--- src/rtl/fetch_pkg.sv ---
// rtl/fetch_pkg.sv - shared types and constants for the instruction-fetch sequencer
package fetch_pkg;

    typedef logic [15:0] word_t;

    typedef enum logic [1:0] {
        IDLE  = 2'd0,
        FETCH = 2'd1,
        DROP  = 2'd2,
        HALT  = 2'd3
    } fetch_state_t;

    localparam word_t PC_INC           = 16'd2;
    localparam word_t DEFAULT_RESET_PC = 16'h0000;

endpackage

--- src/rtl/fetch_if.sv ---
// rtl/fetch_if.sv - held-request instruction memory port
interface fetch_if;
    import fetch_pkg::*;

    logic  req;
    word_t addr;
    logic  ready;
    word_t data;

    modport master (output req, addr, input ready, data);
    modport slave  (input req, addr, output ready, data);
endinterface

--- src/rtl/cla_16.sv ---
// rtl/cla_16.sv - 16-bit adder, 4-bit groups with lookahead between groups
module cla_16 (
    input  logic [15:0] a,
    input  logic [15:0] b,
    input  logic        cin,
    input  logic        sat,
    output logic [15:0] sum
);
    logic [15:0] g;
    logic [15:0] p;
    logic [15:0] c;
    logic [3:0]  grp_g;
    logic [3:0]  grp_p;
    logic [4:0]  blk_c;

    always_comb begin
        g = a & b;
        p = a ^ b;
        for (int k = 0; k < 4; k++) begin
            grp_g[k] = g[4*k+3]
                     | (p[4*k+3] & g[4*k+2])
                     | (p[4*k+3] & p[4*k+2] & g[4*k+1])
                     | (p[4*k+3] & p[4*k+2] & p[4*k+1] & g[4*k]);
            grp_p[k] = &p[4*k +: 4];
        end
        blk_c[0] = cin;
        for (int k = 0; k < 4; k++) begin
            blk_c[k+1] = grp_g[k] | (grp_p[k] & blk_c[k]);
        end
        c = '0;
        for (int i = 0; i < 16; i++) begin
            if (i % 4 == 0) c[i] = blk_c[i/4];
            else            c[i] = g[i-1] | (p[i-1] & c[i-1]);
        end
        sum = (sat && blk_c[4]) ? 16'hFFFF : (p ^ c);
    end
endmodule

--- src/rtl/fetch_skid.sv ---
// rtl/fetch_skid.sv - one-entry {instr, pc} buffer behind the fetch output register
module fetch_skid
    import fetch_pkg::*;
(
    input  logic  clk,
    input  logic  rst,
    input  logic  load,
    input  logic  drain,
    input  logic  clear,
    input  word_t load_instr,
    input  word_t load_pc,
    output logic  valid,
    output word_t instr,
    output word_t pc
);
    always_ff @(posedge clk or posedge rst) begin
        if (rst) begin
            valid <= 1'b0;
            instr <= '0;
            pc    <= '0;
        end else if (clear) begin
            valid <= 1'b0;
        end else if (load) begin
            valid <= 1'b1;
            instr <= load_instr;
            pc    <= load_pc;
        end else if (drain) begin
            valid <= 1'b0;
        end
    end
endmodule

--- src/rtl/fetch_ctrl.sv ---
// rtl/fetch_ctrl.sv - instruction-fetch sequencer: PC, held memory requests, output/skid, redirect and halt
module fetch_ctrl
    import fetch_pkg::*;
#(
    parameter word_t RESET_PC = DEFAULT_RESET_PC
)(
    input  logic     clk,
    input  logic     rst,
    input  logic     stall,
    input  logic     redirect,
    input  word_t    redirect_pc,
    input  logic     hlt,
    fetch_if.master  imem,
    output logic     if_valid,
    output word_t    if_instr,
    output word_t    if_pc,
    output word_t    pc,
    output logic     halted
);
    fetch_state_t state, state_n;
    word_t pc_n, pc_plus, fetch_addr, fetch_addr_n;
    logic  halt_pend, halt_pend_n;
    logic  out_valid_n;
    word_t out_instr_n, out_pc_n;
    logic  skid_load, skid_drain, skid_clear, skid_valid;
    word_t skid_instr, skid_pc;
    logic  resp;

    // fetch_addr tracks pc except in DROP, where it keeps the abandoned request's address
    assign imem.req  = (state == FETCH && !skid_valid) || state == DROP;
    assign imem.addr = fetch_addr;
    assign resp      = imem.req && imem.ready;
    assign halted    = (state == HALT);

    cla_16 u_pc_inc (.a(pc), .b(PC_INC), .cin(1'b0), .sat(1'b0), .sum(pc_plus));

    fetch_skid u_skid (
        .clk(clk), .rst(rst), .load(skid_load), .drain(skid_drain), .clear(skid_clear),
        .load_instr(imem.data), .load_pc(fetch_addr),
        .valid(skid_valid), .instr(skid_instr), .pc(skid_pc)
    );

    always_ff @(posedge clk or posedge rst) begin
        if (rst) state <= IDLE;
        else     state <= state_n;
    end

    always_comb begin
        state_n      = state;
        pc_n         = pc;
        fetch_addr_n = fetch_addr;
        halt_pend_n  = halt_pend;
        out_valid_n  = if_valid;
        out_instr_n  = if_instr;
        out_pc_n     = if_pc;
        skid_load    = 1'b0;
        skid_drain   = 1'b0;
        skid_clear   = 1'b0;
        if (!stall) out_valid_n = 1'b0;
        case (state)
            IDLE: begin
                state_n = FETCH;
                if (redirect) begin
                    pc_n         = redirect_pc;
                    fetch_addr_n = redirect_pc;
                end
            end
            FETCH: begin
                if (redirect) begin
                    pc_n        = redirect_pc;
                    out_valid_n = 1'b0;
                    skid_clear  = 1'b1;
                    if (imem.req && !imem.ready) state_n = DROP;
                    else                         fetch_addr_n = redirect_pc;
                end else if (hlt && !stall) begin
                    out_valid_n = 1'b0;
                    skid_clear  = 1'b1;
                    if (imem.req && !imem.ready) begin
                        state_n     = DROP;
                        halt_pend_n = 1'b1;
                    end else begin
                        state_n = HALT;
                    end
                end else if (!stall && skid_valid) begin
                    out_valid_n = 1'b1;
                    out_instr_n = skid_instr;
                    out_pc_n    = skid_pc;
                    skid_drain  = 1'b1;
                end else if (resp) begin
                    pc_n         = pc_plus;
                    fetch_addr_n = pc_plus;
                    if (!if_valid || !stall) begin
                        out_valid_n = 1'b1;
                        out_instr_n = imem.data;
                        out_pc_n    = fetch_addr;
                    end else begin
                        skid_load = 1'b1;
                    end
                end
            end
            DROP: begin
                if (redirect) begin
                    pc_n        = redirect_pc;
                    out_valid_n = 1'b0;
                end
                if (resp) begin
                    state_n      = halt_pend ? HALT : FETCH;
                    fetch_addr_n = pc_n;
                end
            end
            HALT:    out_valid_n = 1'b0;
            default: state_n = IDLE;
        endcase
    end

    always_ff @(posedge clk or posedge rst) begin
        if (rst) begin
            pc         <= RESET_PC;
            fetch_addr <= RESET_PC;
            halt_pend  <= 1'b0;
            if_valid   <= 1'b0;
            if_instr   <= '0;
            if_pc      <= '0;
        end else begin
            pc         <= pc_n;
            fetch_addr <= fetch_addr_n;
            halt_pend  <= halt_pend_n;
            if_valid   <= out_valid_n;
            if_instr   <= out_instr_n;
            if_pc      <= out_pc_n;
        end
    end
endmodule

--- src/flat_wrapper.sv ---
// flat-port wrapper written by rule: the top's interface ports become plain ports
module fetch_ctrl_flat import fetch_pkg::*;
#(
    parameter word_t RESET_PC = DEFAULT_RESET_PC
)
  (clk, rst, stall, redirect, redirect_pc, hlt, if_valid, if_instr, if_pc, pc, halted, imem_req, imem_addr, imem_ready, imem_data);
  fetch_if imem_i ();
  input  logic clk;
  input  logic rst;
  input  logic stall;
  input  logic redirect;
  input  word_t redirect_pc;
  input  logic hlt;
  output logic if_valid;
  output word_t if_instr;
  output word_t if_pc;
  output word_t pc;
  output logic halted;
  output wire logic [$bits(imem_i.req)-1:0] imem_req;
  output wire logic [$bits(imem_i.addr)-1:0] imem_addr;
  input wire logic [$bits(imem_i.ready)-1:0] imem_ready;
  input wire logic [$bits(imem_i.data)-1:0] imem_data;
  assign imem_req = imem_i.req;
  assign imem_addr = imem_i.addr;
  assign imem_i.ready = imem_ready;
  assign imem_i.data = imem_data;
  fetch_ctrl #(.RESET_PC(RESET_PC)) u_core (.clk(clk), .rst(rst), .stall(stall), .redirect(redirect), .redirect_pc(redirect_pc), .hlt(hlt), .imem(imem_i), .if_valid(if_valid), .if_instr(if_instr), .if_pc(if_pc), .pc(pc), .halted(halted));
endmodule
--- config.mk ---
export PLATFORM = sky130hd
export DESIGN_NAME = fetch_ctrl_flat
export DESIGN_NICKNAME = d
export VERILOG_FILES = /design/src/rtl/fetch_pkg.sv /design/src/rtl/fetch_if.sv /design/src/rtl/cla_16.sv /design/src/rtl/fetch_skid.sv /design/src/rtl/fetch_ctrl.sv /design/src/flat_wrapper.sv
export SDC_FILE = /design/constraint.sdc
export NUM_CORES = 1
export LEC_CHECK = 0
export BUFFER_PORTS_ARGS = -buffer_cell sky130_fd_sc_hd__buf_2
export CAP_MARGIN = 25
export CORE_MARGIN = 1.5
export CORE_UTILIZATION = 35
export CTS_CLUSTER_SIZE = 16
export DETAILED_ROUTE_END_ITERATION = 12
export SYNTH_ARGS = -nofsm -noshare
export SYNTH_HDL_FRONTEND = slang
export SYNTH_HIERARCHICAL = 1
export SYNTH_SLANG_ARGS = --single-unit
--- constraint.sdc ---
create_clock -name clk -period 2.9 [get_ports clk]
set_input_delay 0.29 -clock clk [delete_from_list [all_inputs] [get_ports clk]]
set_output_delay 0.29 -clock clk [all_outputs]
set_load 0.02 [all_outputs]
Word-level counts from Yosys, hierarchy flattened
Cells that the tools add are included.

Output and inout bits: 67. Bits in registers: 101. Word-level logic and storage cells: 114.

Reduce and logical (&&, ||, !) cells: 26. Mux-type cells: 48. Equal/unequal tests: 11. Bitwise logic cells: 19.

Operator list (count): two-way mux 16 bit (15); case mux 16 bit (3 select lines) (1); case mux 16 bit (2 select lines) (1); two-way mux 1 bit (24); AND reduction 4 bit (5); XOR 16 bit (1); != test 3 bit, second input constant (5); bitwise AND 1 bit (14); two-way mux 2 bit (5); AND reduction 7 bit (1); case mux 2 bit (3 select lines) (1); nonzero test 2 bit (3); nonzero test 3 bit (2); logical AND 1 bit (5); AND reduction 5 bit (1); == test 2 bit, second input constant (2); zero test 1 bit (4); NOT 1 bit (4); != test 3 x 2 -> 1 bit, second input constant (1); case mux 1 bit (3 select lines) (1); == test 2 x 1 -> 1 bit, second input constant (1); zero test 2 bit (1); logical OR 1 bit (2); != test 2 x 1 -> 1 bit, second input constant (1); other kinds (3) (3).

Depth between registers and ports, before layout
Gate-level depths: netlist (run 1).

Depth after elaboration: 13. Depth in mapped cells: 15. Depth with buffers taken out: 15.

Cells and area by module
The synthesis (run 1) kept the hierarchy.

Modules (own cells, without submodules): fetch_ctrl (sequential area each 1701.6 um^2, cells each 351, times used 1, area each 3617.2 um^2); fetch_skid (sequential area each 825.8 um^2, cells each 74, times used 1, area each 1402.6 um^2); cla_16 (sequential area each 0.0 um^2, cells each 96, times used 1, area each 853.3 um^2).

Worst setup path after synthesis (run 1)
No wires, ideal clock.

Path type: register to register. Start point: reg u_core.pc[2]. End point: reg u_core.fetch_addr[14], in the netlist u_core/imem.addr[14]. Data required time: 2.764 ns. Setup slack: -0.282 ns. Setup time: 0.136 ns. Cell stages (with the launch flop): 14. Data arrival time: 3.046 ns. Cells stage by stage: dfrtp_1 > ha_1 > a21oi_1 > nor2b_1 > o31ai_4 > nand2_1 > nor2_1 > fa_1 > inv_1 > fa_1 > fa_1 > or2_1 > a222oi_1 > mux2i_1.

Word-level cells in the longest chain between the ends: 12.

RTL lines: start, declared (line fetch_ctrl.sv:17) `output word_t pc,`; start signal, assigned (line fetch_ctrl.sv:125) `pc <= pc_n;`; bitwise AND 1 bit; bitwise AND 1 bit (line cla_16.sv:22) `| (p[4*k+3] & p[4*k+2] & g[4*k+1])`; bitwise AND 1 bit (2 in series) (line cla_16.sv:28) `blk_c[k+1] = grp_g[k] | (grp_p[k] & blk_c[k]);`; bitwise AND 1 bit (2 in series) (line cla_16.sv:33) `else c[i] = g[i-1] | (p[i-1] & c[i-1]);`; XOR 16 bit (line cla_16.sv:35) `sum = (sat && blk_c[4]) ? 16'hFFFF : (p ^ c);`; via u_core.pc_plus[14] (line fetch_ctrl.sv:21) `word_t pc_n, pc_plus, fetch_addr, fetch_addr_n;`; two-way mux 16 bit (line fetch_ctrl.sv:89) `end else if (resp) begin`; two-way mux 16 bit (line fetch_ctrl.sv:84) `end else if (!stall && skid_valid) begin`; two-way mux 16 bit (line fetch_ctrl.sv:75) `end else if (hlt && !stall) begin`; two-way mux 16 bit (line fetch_ctrl.sv:69) `if (redirect) begin`; case mux 16 bit (3 select lines) (line fetch_ctrl.sv:60) `case (state)`; end signal, assigned (line fetch_ctrl.sv:126) `fetch_addr <= fetch_addr_n;`; end, declared (line fetch_ctrl.sv:21).

The timed path passes the listed nets, and every way through them passes these cells. The select of a mux whose other input is x is not followed. A chain may end at the register's enable or synchronous reset.

Worst setup path after layout (run 1)
Same ends and word-level chain as after synthesis.

==> out/metrics.cfg, run 1 <==
[detailed_routing]
avgRoutedWirePerCell_um=16.5
drtIter0Drc=350
dr_total_vias=4453
drtAntennaViolNets=0
drt_wl_total_mm=14.8
drt_pass1_iterations=6
drc=0
via_per_inst=4.95

[finish]
fill_cells=1557
syn_to_final_growth_pct=23.9
multi_input_area_um2=3180
final_core_util=0.442
drive_gt1_frac=0.387
regArea_um2=2540
antenna_cells=0
fin_nets=745

[synth]
synth_most_common_cell=dfrtp_1
syn_area_um2=5870
async_flop_share=1.00
synth.distinct_cells=57
synthTopCellsByArea=dfrtp_1 43%, mux2_4 7.7%, mux2_2 7.1%
ys_seq_area_frac=0.430
synthCells=521
synth-seq-cells=101
synth_area_leader_cell=dfrtp_1
syn_area_per_cell_um2=11.3
synthFlopType=dfrtp_1
synth_top_area_frac=0.430
yosys_warnings=6
synth_edf_count=0
synthTopCellsByCount=101 x dfrtp_1, 80 x nand2_1, 38 x inv_1

[power_and_ir_drop]
powerDensity_nw_per_um2=450
ir_worst_vdd_mv=0.208
p_leak_nw=3.57
total_power_mw=3.27

[sta]
fin_crit_ps=3040
tightest_slew_ps=677
fin_crit_sh=1.05
worst_slack_ps=-140
setup_viol=8
slew_violations=0
rsz0062_at_grt=true
hold_viol_final=0
clock_skew_ps=4.02
relSlewSlack=0.548
finalSetupTns_ps=-454
fmax_mhz=329

[setup_path]
r2r-end=u_core/imem.addr[14]
critPathMostFrequentCell=fa_2
regToRegStartpoint=u_core/pc[2]
critPathLaunchType=flip-flop
reg2reg_depth=13
crit_chain=ha_4 -> a21oi_2 -> nor2b_2 -> o31ai_4 -> nand2_1 -> nor2_2 -> fa_2 -> inv_2 -> fa_2 -> fa_2 -> or2_1 -> a222oi_1 -> mux2i_1
required_ps=3120
end_kind=flip-flop
critical_path_class=reg -> reg
arrival_ps=3260
path_max_fanout=2
slowest_delay_ps=420
cp_slowest_cell=dfrtp_2
r2r_slack_ps=-140

[global_route]
grt_pass1_wl_mm=24.5
antenna_found_initial=0
grt_pass1_vias=4576
track_usage=0.175
grt-ovfl-total=0
grt_max_degree=69

[clocking]
cts_buffers=9
cts_tree=built
htree_levels=3
clock_latency_ps=350
cts_sinks=101
cts_root_buffer=clkbuf_16
cts.reportedPaths.clkPinSlew_ps=70
clockBufferDepth=2

[status]
violations=negative setup slack
outcome=finished with violations

[min_path]
holdPathEnd=u_core/u_skid/instr[3]
hold_path_class=in -> reg
hold_path_depth=2
hold_start=imem_data[3]

[floorplan]
die_area_um2=17600
fp.dieH_um=133
ioPinCount=105
num_rows=47
core-area_um2=16500
start_util=0.357
die_w_um=133

[place]
hpwl_mm=10.7
place.gp.congestion=0.813
place_ws_ps=-210
numPortBuffers=104

[flow_run]
maxCapViolCount=0

==> registers in the layout, summed over array words and instances (netlist names), 2 cells and up <==
register,flops
u_core/imem.addr,16
u_core/u_skid/instr,16
u_core/if_instr,16
u_core/pc,16
u_core/if_pc,16
u_core/state,2
u_core/u_skid/pc,16
==> metrics by stage <==
stage                     hold WS (ps)  cells  cell area (µm²)
after floorplan                    419    550             6030
after global placement             271    881             6910
after detailed placement           281    881             6910
after CTS                          177    900             7260
after global routing               179    900             7280
final                              186    900             7280
==> per-layer routing <==
layer | track usage | vias to the layer above | share of wire
met5 | 0 | - | 0
met4 | 0.0537 | 0 | 0.012
met3 | 0.0314 | 12 | 0.040
met2 | 0.277 | 123 | 0.46
met1 | 0.245 | 2213 | 0.49
li1 | - | 2105 | -
==> logic make-up (layout without fill, tap and decap cells) <==
kind of cell / Yosys count / in the layout / synth area share
buffers and inverters: 64 / 194 / 0.0603
other: 2 / 31 / 0.00128
and+or+nand+nor: 137 / 137 / 0.112
AOI/OAI and AO/OA: 99 / 99 / 0.134
DFF: 101 / 101 / 0.430
xor gates and xnor gates: 4 / 4 / 0.00597
adders and majority gates: 32 / 32 / 0.0835
muxes: 82 / 82 / 0.173
==> cells in the final DEF (no fill, tap or decap), types with 13 or more instances in the layout <==
cell type	n
a222oi_1	13
buf_2	104
buf_4	32
conb_1	31
dfrtp_1	92
ha_1	17
inv_1	34
mux2_2	35
mux2_4	32
mux2i_1	14
nand2_1	80
nand2b_1	15
o21a_1	17
o21ai_0	17
o22a_1	16
==> how the worst max path moves through the flow <==
stage / startpoint / to / slack [ps] / cells after the start
6_report: u_core/pc[2] / u_core/imem.addr[14] / -140 / 13
5_1_grt: u_core/pc[2] / u_core/imem.addr[14] / -370 / 13
4_1_cts: u_core/pc[2] / u_core/imem.addr[14] / -210 / 13
3_5_place_dp: u_core/pc[2] / u_core/imem.addr[14] / -210 / 13
2_1_floorplan: u_core/pc[2] / u_core/imem.addr[11] / 50 / 13
3_3_place_gp: u_core/pc[2] / u_core/imem.addr[14] / -180 / 13
==> worst max-delay path: cells and delay by family (launching register included) <==
kind / cells / cell delay (ps)
DFF: 1 / 420
buffers and inverters: 1 / 40
AOI/OAI and AO/OA: 3 / 630
muxes: 1 / 130
and+or+nand+nor: 4 / 500
adders and majority gates: 4 / 1160
==> where the power goes <==
part,leakage (nW),internal [mW],switching [mW]
combinational,2.11,0.244,0.303
sequential,1.30,1.44,0.0303
clock,0.153,0.699,0.558
total,3.57,2.38,0.891
==> final cells by class <==
| type | count | area share |
|---|---|---|
| Multi-Input combinational cell | 385 | 0.437 |
| Clock buffer | 10 | 0.0328 |
| Sequential cell | 101 | 0.349 |
| Clock inverter | 6 | 0.00963 |
| Timing Repair Buffer | 140 | 0.114 |
| Tap cell | 220 | 0.0378 |
| Inverter | 38 | 0.0196 |
==> timing repair <==
item,CTS,global route
cloned,0,0
hold buffers,1,0
resized for setup,5,9
endpoints found under the hold margin,7,0
buffers inserted,2,1
setup endpoints to repair,14,16
pin swaps,12,11
No activity file was read; power rests on OpenSTA's default activity.
==> inputs of run 2 (changes only) <==
--- a/config.mk
+++ b/config.mk
@@ -11,6 +11,7 @@
 export CORE_UTILIZATION = 35
 export CTS_CLUSTER_SIZE = 16
 export DETAILED_ROUTE_END_ITERATION = 12
+export PLACE_DENSITY = 0.6
 export SYNTH_ARGS = -nofsm -noshare
 export SYNTH_HDL_FRONTEND = slang
 export SYNTH_HIERARCHICAL = 1
==> constraint.sdc (replaced) <==
create_clock -name clk -period 2.59 [get_ports clk]
set_input_delay 0.259 -clock clk [delete_from_list [all_inputs] [get_ports clk]]
set_output_delay 0.259 -clock clk [all_outputs]
set_load 0.02 [all_outputs]
==> out/metrics.cfg, run 2 (same netlist as run 1, synthesis figures left out) <==
[status]
outcome=finished with violations  ; unchanged
violations=negative setup slack  ; unchanged

[floorplan]
core-area_um2=16500  ; unchanged
num_rows=47  ; unchanged
ioPinCount=105  ; unchanged
die_w_um=133  ; unchanged
die_area_um2=17600  ; unchanged
fp.dieH_um=133  ; unchanged
start_util=0.357  ; unchanged

[setup_path]
critical_path_class=reg -> reg  ; unchanged
crit_chain=ha_4 -> a21oi_2 -> nor2b_2 -> o31ai_4 -> nand2_1 -> nor2_2 -> fa_2 -> inv_2 -> fa_2 -> fa_2 -> or2_4 -> a222oi_1 -> mux2i_1  ; was ha_4 -> a21oi_2 -> nor2b_2 -> o31ai_4 -> nand2_1 -> nor2_2 -> fa_2 -> inv_2 -> fa_2 -> fa_2 -> or2_1 -> a222oi_1 -> mux2i_1
slowest_delay_ps=420  ; about the same
cpLargestDelayFamily=adder cells  ; unchanged
required_ps=2800  ; was 3120 ps
path_max_fanout=2  ; unchanged
critPathMostFrequentCell=fa_2  ; unchanged
cp_slowest_cell=dfrtp_2  ; unchanged
r2r_slack_ps=-490  ; was -140 ps
critPathLaunchType=flip-flop  ; unchanged
end_kind=flip-flop  ; unchanged
arrival_ps=3300  ; was 3260 ps
critPathBufInv=1  ; unchanged

[clocking]
clockBufferDepth=2  ; unchanged
clock_latency_ps=350  ; about the same
cts_sinks=101  ; unchanged
cts_tree=built  ; unchanged
cts_buffers=9  ; unchanged
htree_levels=3  ; unchanged
cts_root_buffer=clkbuf_16  ; unchanged
cts.reportedPaths.clkPinSlew_ps=70  ; about the same

[detailed_routing]
dr_total_vias=4448  ; was 4453
via_per_inst=4.91  ; was 4.95
drt_wl_total_mm=14.6  ; was 14.8 mm
drc=0  ; unchanged
avgRoutedWirePerCell_um=16.2  ; was 16.5 µm
drtIter0Drc=211  ; was 350
drt_pass1_iterations=5  ; was 6
drtAntennaViolNets=0  ; unchanged

[sta]
hold_slack_ps=11.6  ; was 186 ps
relSlewSlack=0.507  ; was 0.548
fmax_mhz=324  ; was 329 MHz
fin_crit_sh=1.19  ; was 1.05
tightest_slew_ps=738  ; was 677 ps
clock_skew_ps=4.87  ; was 4.02 ps
setup_viol=16  ; was 8
rsz0062_at_grt=true  ; unchanged
fin_crit_ps=3080  ; was 3040 ps
hold_viol_final=0  ; unchanged
slew_violations=0  ; unchanged
worst_slack_ps=-493  ; was -140 ps

[finish]
regArea_um2=2540  ; unchanged
multi_input_area_um2=3190  ; was 3180 µm²
final_core_util=0.445  ; was 0.442
syn_to_final_growth_pct=24.7  ; was 23.9%
mostFrequentLayoutCells=104 x buf_2, 92 x dfrtp_1, 80 x nand2_1  ; unchanged
drive_gt1_frac=0.394  ; was 0.387
instances_no_fill=906  ; was 900
fill_cells=1560  ; was 1557
final_cell_area_um2=7320  ; was 7280 µm²
final_common_cell=buf_2  ; unchanged
fin_nets=750  ; was 745

[place]
dpl_cell_area_um2=6960  ; was 6910 µm²
numPortBuffers=104  ; unchanged
place.gp.congestion=0.810  ; was 0.813
hpwl_mm=10.7  ; about the same
dp.cells=885  ; was 881

[power_and_ir_drop]
p_leak_nw=3.59  ; was 3.57 nW
ir_worst_vdd_mv=0.268  ; was 0.208 mV
intPower_mw=2.68  ; was 2.38 mW
total_power_mw=3.66  ; was 3.27 mW
power_frac_comb=0.172  ; was 0.167
powerDensity_nw_per_um2=500  ; was 450 nW/µm²
power.net_switching_mw=0.981  ; was 0.891 mW
pwr-share-clk=0.379  ; was 0.384
switching_share=0.268  ; was 0.272
pwr-share-seq=0.449  ; about the same

[global_route]
grt_pass1_vias=4654  ; was 4576
grt_max_degree=33  ; was 69
antenna_found_initial=1  ; was 0
track_usage=0.172  ; was 0.175
grt_pass1_wl_mm=24.0  ; was 24.5 mm
grt-ovfl-total=0  ; unchanged

[min_path]
hold_path_class=in -> async  ; was in -> reg

[flow_run]
maxCapViolCount=0  ; unchanged

-- run 2: changes by cell type in the layout (fill, tap and decap cells not counted), moves of 2 or more --
cell	delta
buf_4	+5
clkbuf_1	+2
clkinv_4	-3
mux2_2	+2
mux2_4	-2
-- run 2: what timing repair did --
item,in CTS,in global routing
setup endpoints to repair,17,17
resized for setup,7,4
hold buffers,0,0
buffers inserted,6,2
pin swaps,18,3
-- run 2: layout make-up --
type,instances,area share
sequential,101,0.347
clock buffer,12,0.0337
antenna,1,0.000342
multi-input combinational,385,0.436
timing repair buffer,145,0.119
inverter,38,0.0195
tap,220,0.0376
clock inverter,4,0.00752
-- run 2: path summary, 6_finish.rpt --
path | to | start | cells after the start
worst min register to register | u_core/halt_pend | u_core/halt_pend | 1
min in group clk | u_core/u_skid/instr[10] | imem_data[10] | 2
worst max register to register | u_core/imem.addr[14] | u_core/pc[2] | 13
max in group asynchronous | u_core/if_instr[5] | rst | 3
worst max-delay path | u_core/imem.addr[14] | u_core/pc[2] | 13
worst min-delay path | u_core/if_pc[3] | rst | 2
-- run 2: routing by layer --
layer	routed length, µm	GRT usage	up-vias
met5	0	0	-
met2	6840	0.274	124
met4	161	0.0592	0
met3	743	0.0387	12
met1	6890	0.233	2198
li1	-	-	2114
-- run 2: stage by stage --
step	TNS, ps	worst slack [ps]
floorplan	0	211
global placement	-4510	-492
detailed placement	-5210	-540
CTS	-4490	-461
global route	-6810	-586
finish	-4480	-493
-- run 2: worst register-to-register path: cells and delay by family (launching register included) --
family,cells,cell delay [ps]
AO/OA/AOI/OAI,3,650
adder cells (fa/ha/maj),4,1170
buffers and inverters,1,40
flip-flops,1,420
multiplexers,1,110
AND/OR/NAND/NOR,4,560
-- run 2: power by group through the flow --
stage | Clock, mW | Combinational [mW] | Sequential [mW]
6_report | 1.39 | 0.630 | 1.64
2_1_floorplan | 0 | 0.314 | 1.72
5_1_grt | 1.50 | 0.704 | 1.65
3_5_place_dp | 0 | 0.583 | 1.68
4_1_cts | 1.43 | 0.605 | 1.65
3_3_place_gp | 0 | 0.561 | 1.67
